<file path="config.mk">
export PLATFORM = sky130hd
export DESIGN_NAME = reg_file_sb
export DESIGN_NICKNAME = d
export VERILOG_FILES = /design/src/rtl/reg_file_sb.sv
export SDC_FILE = /design/constraint.sdc
export NUM_CORES = 2
export LEC_CHECK = 0
export ABC_AREA = 0
export BUFFER_PORTS_ARGS = -buffer_cell sky130_fd_sc_hd__buf_2
export CORE_MARGIN = 5
export CORE_UTILIZATION = 50
export CTS_BUF_LIST = sky130_fd_sc_hd__clkbuf_16
export CTS_CLUSTER_DIAMETER = 60
export DETAILED_ROUTE_END_ITERATION = 10
export PLACE_DENSITY = 0.71
export SLEW_MARGIN = 10
export SYNTH_ARGS = -nofsm -noshare
export SYNTH_HDL_FRONTEND = slang
export SYNTH_SLANG_ARGS = --single-unit
</file>
<file path="constraint.sdc">
create_clock -name Clock -period 2.9 [get_ports Clock]
set_clock_uncertainty 0.05 [all_clocks]
set_input_delay 0.58 -clock Clock [delete_from_list [all_inputs] [get_ports Clock]]
set_output_delay 0.58 -clock Clock [all_outputs]
set_load 0.1 [all_outputs]
</file>
<file path="src/rtl/reg_file_sb.sv">
// Multi-read-port register file with a hard-wired zero register, optional
// same-cycle write bypass and a per-register pending (scoreboard) bit.
module reg_file_sb #(
    parameter int DATA_W = 32,
    parameter int ADDR_W = 5,
    parameter int NUM_RD = 2,
    parameter int BYPASS = 1
) (
    input  logic                     Clock,
    input  logic                     Resetn,
    input  logic [NUM_RD*ADDR_W-1:0] Rn,
    output logic [NUM_RD*DATA_W-1:0] Rd,
    output logic [NUM_RD-1:0]        Busy,
    input  logic                     Write,
    input  logic [ADDR_W-1:0]        Wn,
    input  logic [DATA_W-1:0]        Wd,
    input  logic                     Rsv,
    input  logic [ADDR_W-1:0]        RsvN,
    input  logic                     Flush
);

    localparam int DEPTH = 1 << ADDR_W;

    logic [DATA_W-1:0] regs_r [DEPTH];
    logic [DEPTH-1:0]  pend_r;
    logic [DEPTH-1:0]  pend_nxt_s;

    // Register 0 is architecturally constant, so any index of zero is inert.
    function automatic logic live(input logic [ADDR_W-1:0] idx);
        return |idx;
    endfunction

    // Register contents: async clear, write on rising edge.
    always_ff @(posedge Clock or negedge Resetn) begin
        if (!Resetn) begin
            for (int k = 0; k < DEPTH; k++) begin
                regs_r[k] <= '0;
            end
        end else if (Write && live(Wn)) begin
            regs_r[Wn] <= Wd;
        end
    end

    // Pending-bit next state; cascade order gives Rsv > Flush > Write-clear.
    always_comb begin
        pend_nxt_s = '0;
        for (int j = 0; j < DEPTH; j++) begin
            if (j == 0) begin
                pend_nxt_s[j] = 1'b0;
            end else if (Rsv && (RsvN == ADDR_W'(j))) begin
                pend_nxt_s[j] = 1'b1;
            end else if (Flush) begin
                pend_nxt_s[j] = 1'b0;
            end else if (Write && (Wn == ADDR_W'(j))) begin
                pend_nxt_s[j] = 1'b0;
            end else begin
                pend_nxt_s[j] = pend_r[j];
            end
        end
    end

    // Pending-bit register.
    always_ff @(posedge Clock or negedge Resetn) begin
        if (!Resetn) begin
            pend_r <= '0;
        end else begin
            pend_r <= pend_nxt_s;
        end
    end

    for (genvar g = 0; g < NUM_RD; g++) begin : g_port
        logic [ADDR_W-1:0] idx_s;
        logic              hit_s;
        logic              rsv_hit_s;
        logic [DATA_W-1:0] rd_s;
        logic              busy_s;

        assign idx_s = Rn[g*ADDR_W +: ADDR_W];

        // Per-port read mux; forwarding is suppressed while reset is held so
        // the outputs stay zero throughout reset.
        always_comb begin
            hit_s     = (BYPASS != 0) && Resetn && Write && live(Wn) && (Wn == idx_s);
            rsv_hit_s = Rsv && (RsvN == idx_s);
            if (!live(idx_s)) begin
                rd_s   = '0;
                busy_s = 1'b0;
            end else if (hit_s) begin
                rd_s   = Wd;
                busy_s = rsv_hit_s ? pend_r[idx_s] : 1'b0;
            end else begin
                rd_s   = regs_r[idx_s];
                busy_s = pend_r[idx_s];
            end
        end

        assign Rd[g*DATA_W +: DATA_W] = rd_s;
        assign Busy[g]                = busy_s;
    end

endmodule
</file>
==> impl_results.md <==
* Status: finished with violations
* Failing checks: setup timing
* Design Area, Final at 0.07128 mm^2
* Number of clock sinks at 1055
* Synth top cells by count: dfrtp_1 (1055), mux2_2 (988), mux4_2 (478)
* Required time worst endpoint at 2270 ps
* Register-to-register setup slack at 1810 ps
* Worst-Margin Slew at 1146 ps
* Share of post-route cells with drive strength above 1 at 61.11%
* Iteration-0 DRC Markers at 4212
* Worst min path class: in -> async
* HPWL Detailed at 120.3 mm
* Crit-path most repeated cell: buf_4
* CP peak stage delay at 470 ps
* Fin crit period at 3372 ps
* Total track usage at 31.42%
* Critical path startpoint: regs_r[600]$_DFFE_PN0P_
* Final slew viol count at 0
* Post-place instance area at 0.06344 mm^2
* GRT overflow at 0
* CP Capture Type: output port
* GP Congestion at 0.9031
* Via count at 40290
* Ports at 123
* Final std cells w/o fill at 5849
* YS warnings at 0
* Unique masters post-synth at 64
* CP Class: reg -> out
* Pleak at 30.87 nW
* First-pass GRT wire length at 283.0 mm
* Final worst slack at -472.0 ps
* Post-DRT Antenna Nets at 0
* Clock-pin slew on the worst setup and hold paths at 60 ps
* Initial antenna violation count at 7
* Pwr Total at 46.98 mW
* Clock tree buffer depth at 3
* Clock latency on the worst-skew pair at 700 ps
* Reg2reg path depth at 3
* Total Wirelength at 194.8 mm
* Area share of the largest cell type after synthesis at 46.48%
* Num CTS Buffers at 114
* Worst-path fanout max at 2
* FFs w/ async S/R, synth at 100.0%
* Mean Syn Cell Area at 14.75 um^2
* Synth top area cells: dfrtp_1 (46%), mux2_2 (20%), mux4_2 (19%)
* Die area at 0.1204 mm^2
* WP data arrival at 2740 ps
* Vias in the first global route at 40920
* Largest net degree at the start of global routing at 172
* Setup-failing EPs final at 66
* Number of enable flip-flop cells after synthesis at 0
* Drt wl/cell at 33.30 um
* Sequential cell area fraction in the yosys report at 46.48%
* Unrepaired setup endpoints after global routing: yes
* Initial Utilization at 50.42%
* Worst Setup EP: Rd[24]
* Drt pass-1 iters at 6
* Synthesized Nets at 3909
* Mapped cell area at 0.05680 mm^2
* # placed instances at 5469
* CTS tree: built
* Layout area overhead at 25.48%
* Post-synth top flop: dfrtp_1
* Post-Synthesis Cells at 3852
* Peak supply drop at 0.6315 mV
* Via density per instance at 6.889
* Max-cap violations at 0
* Die height at 347.1 um
* Cells along the critical path: mux4_2 > a22o_1 > a221oi_2 > buf_4 > o211ai_1 > buf_4 > buf_12
* Die width at 347.1 um
* Hold Vio Cnt, Final at 0
* Cts hold-fix bufs at 0
* Max_slew headroom at 23.57%
* # H-tree levels at 3
* Critical R2R Launch: regs_r[284]$_DFFE_PN0P_
* Type of origin of the critical path: register
* FF-to-FF End: regs_r[284]$_DFFE_PN0P_
* Std cell rows at 123
* Most frequent cell after synthesis: dfrtp_1
* Drt drc at 0
* Slowest cell on the critical path: mux4_2
* Synthesized flop and latch total at 1055
* Cell taking the most area after synthesis: dfrtp_1
* Core area at 0.1127 mm^2
* Clock root buffer: clkbuf_16
* Layout Nets at 4311
* Final Cycle Share at 116.3%
* I/O Buffers at 122
* Power per Cell Area at 659.1 mW/mm^2
* Highest Clock Rate at 296.6 MHz
-- flip-flops by register name, indices dropped and copies added, names as in the netlist --
signal	flops
pend_r	31
regs_r	1024
-- layout make-up --
| class | instances | area [um^2] |
|---|---|---|
| fill | 7885 | 41380 |
| multi-input combinational | 2328 | 30090 |
| sequential | 1055 | 26400 |
| timing repair buffer | 735 | 8869 |
| clock buffer | 116 | 2903 |
| tap | 1500 | 1877 |
| clock inverter | 94 | 1060 |
| inverter | 20 | 75.07 |
| antenna | 1 | 2.502 |
-- how the worst min path moves through the flow --
| stage | from | depth (start not counted) | slack [ps] | end |
|---|---|---|---|---|
| 6_report | Resetn | 2 | 60 | pend_r[4]$_DFFE_PN0P_ |
| 3_3_place_gp | regs_r[1021]$_DFFE_PN0P_ | 0 | 330 | regs_r[1021]$_DFFE_PN0P_ |
| 2_1_floorplan | Resetn | 0 | 230 | pend_r[10]$_DFFE_PN0P_ |
| 4_1_cts | Resetn | 2 | 50 | regs_r[2]$_DFFE_PN0P_ |
| 5_1_grt | Resetn | 2 | 120 | pend_r[21]$_DFFE_PN0P_ |
| 3_5_place_dp | regs_r[1014]$_DFFE_PN0P_ | 0 | 330 | regs_r[1014]$_DFFE_PN0P_ |
-- cell usage in the layout, fill, tap and decap left out, drive strengths merged, types with 17 or more instances in the layout --
| cell | n |
|---|---|
| o211ai | 28 |
| nand3 | 21 |
| mux4 | 478 |
| mux2i | 186 |
| dfrtp | 1055 |
| o21ai | 32 |
| nor2 | 29 |
| inv | 35 |
| o32ai | 17 |
| a22oi | 29 |
| mux2 | 1000 |
| a32o | 32 |
| clkbuf | 132 |
| a211oi | 35 |
| bufinv | 22 |
| clkinv | 49 |
| a21oi | 33 |
| o22ai | 76 |
| a221oi | 23 |
| nand3b | 17 |
| buf | 717 |
| nand2 | 125 |
-- kinds of logic (layout without fill, tap and decap cells) --
kind of cell / after synthesis / in the layout / share of synthesized area (%)
multiplexers: 1664 / 1664 / 42.05
flip-flops: 1055 / 1055 / 46.48
buffers and inverters: 469 / 965 / 3.831
AO/OA/AOI/OAI: 370 / 370 / 4.921
AND/OR/NAND/NOR: 274 / 274 / 2.408
XOR/XNOR: 20 / 20 / 0.3084
other: 0 / 1 / 0
-- through the flow --
| step | utilization (%) | setup WS, ps | TNS (ps) | hold WS [ps] |
|---|---|---|---|---|
| after global placement | 56.32 | -685.1 | -87600 | 326.7 |
| final | 63.27 | -472.0 | -17760 | 63.01 |
| after CTS | 62.08 | -483.4 | -17670 | 49.20 |
| after floorplan | - | -898.6 | -17720 | 234.4 |
| after global routing | 63.27 | -526.0 | -20260 | 115.5 |
| after detailed placement | 56.32 | -670.8 | -96160 | 332.3 |
-- worst max-delay path: cells and delay by family (launching register included) --
kind,cells,cell delay [ps]
buf+inv,3,550
flops,1,410
mux,1,470
compound gates,3,600
-- layer usage --
metal	GRT usage (%)	vias to the layer above	part of all wire, %
li1	-	15740	-
met1	43.61	21470	38
met2	46.93	2478	45
met3	9.192	592	12
met4	12.85	12	5.2
met5	0	-	0.035
-- power breakdown --
part / leakage, nW / switching [mW] / internal, mW
registers: 13.6 / 2.11 / 17.5
clock network: 1.96 / 6.32 / 9.20
logic: 15.3 / 5.27 / 6.63
-- repair_timing --
action,in CTS,in global routing
setup buffers,93,76
resized for setup,329,138
gates cloned,13,14
endpoints found under the setup margin,66,66
pin swaps,106,104
Power figures use the tool's default switching activity.
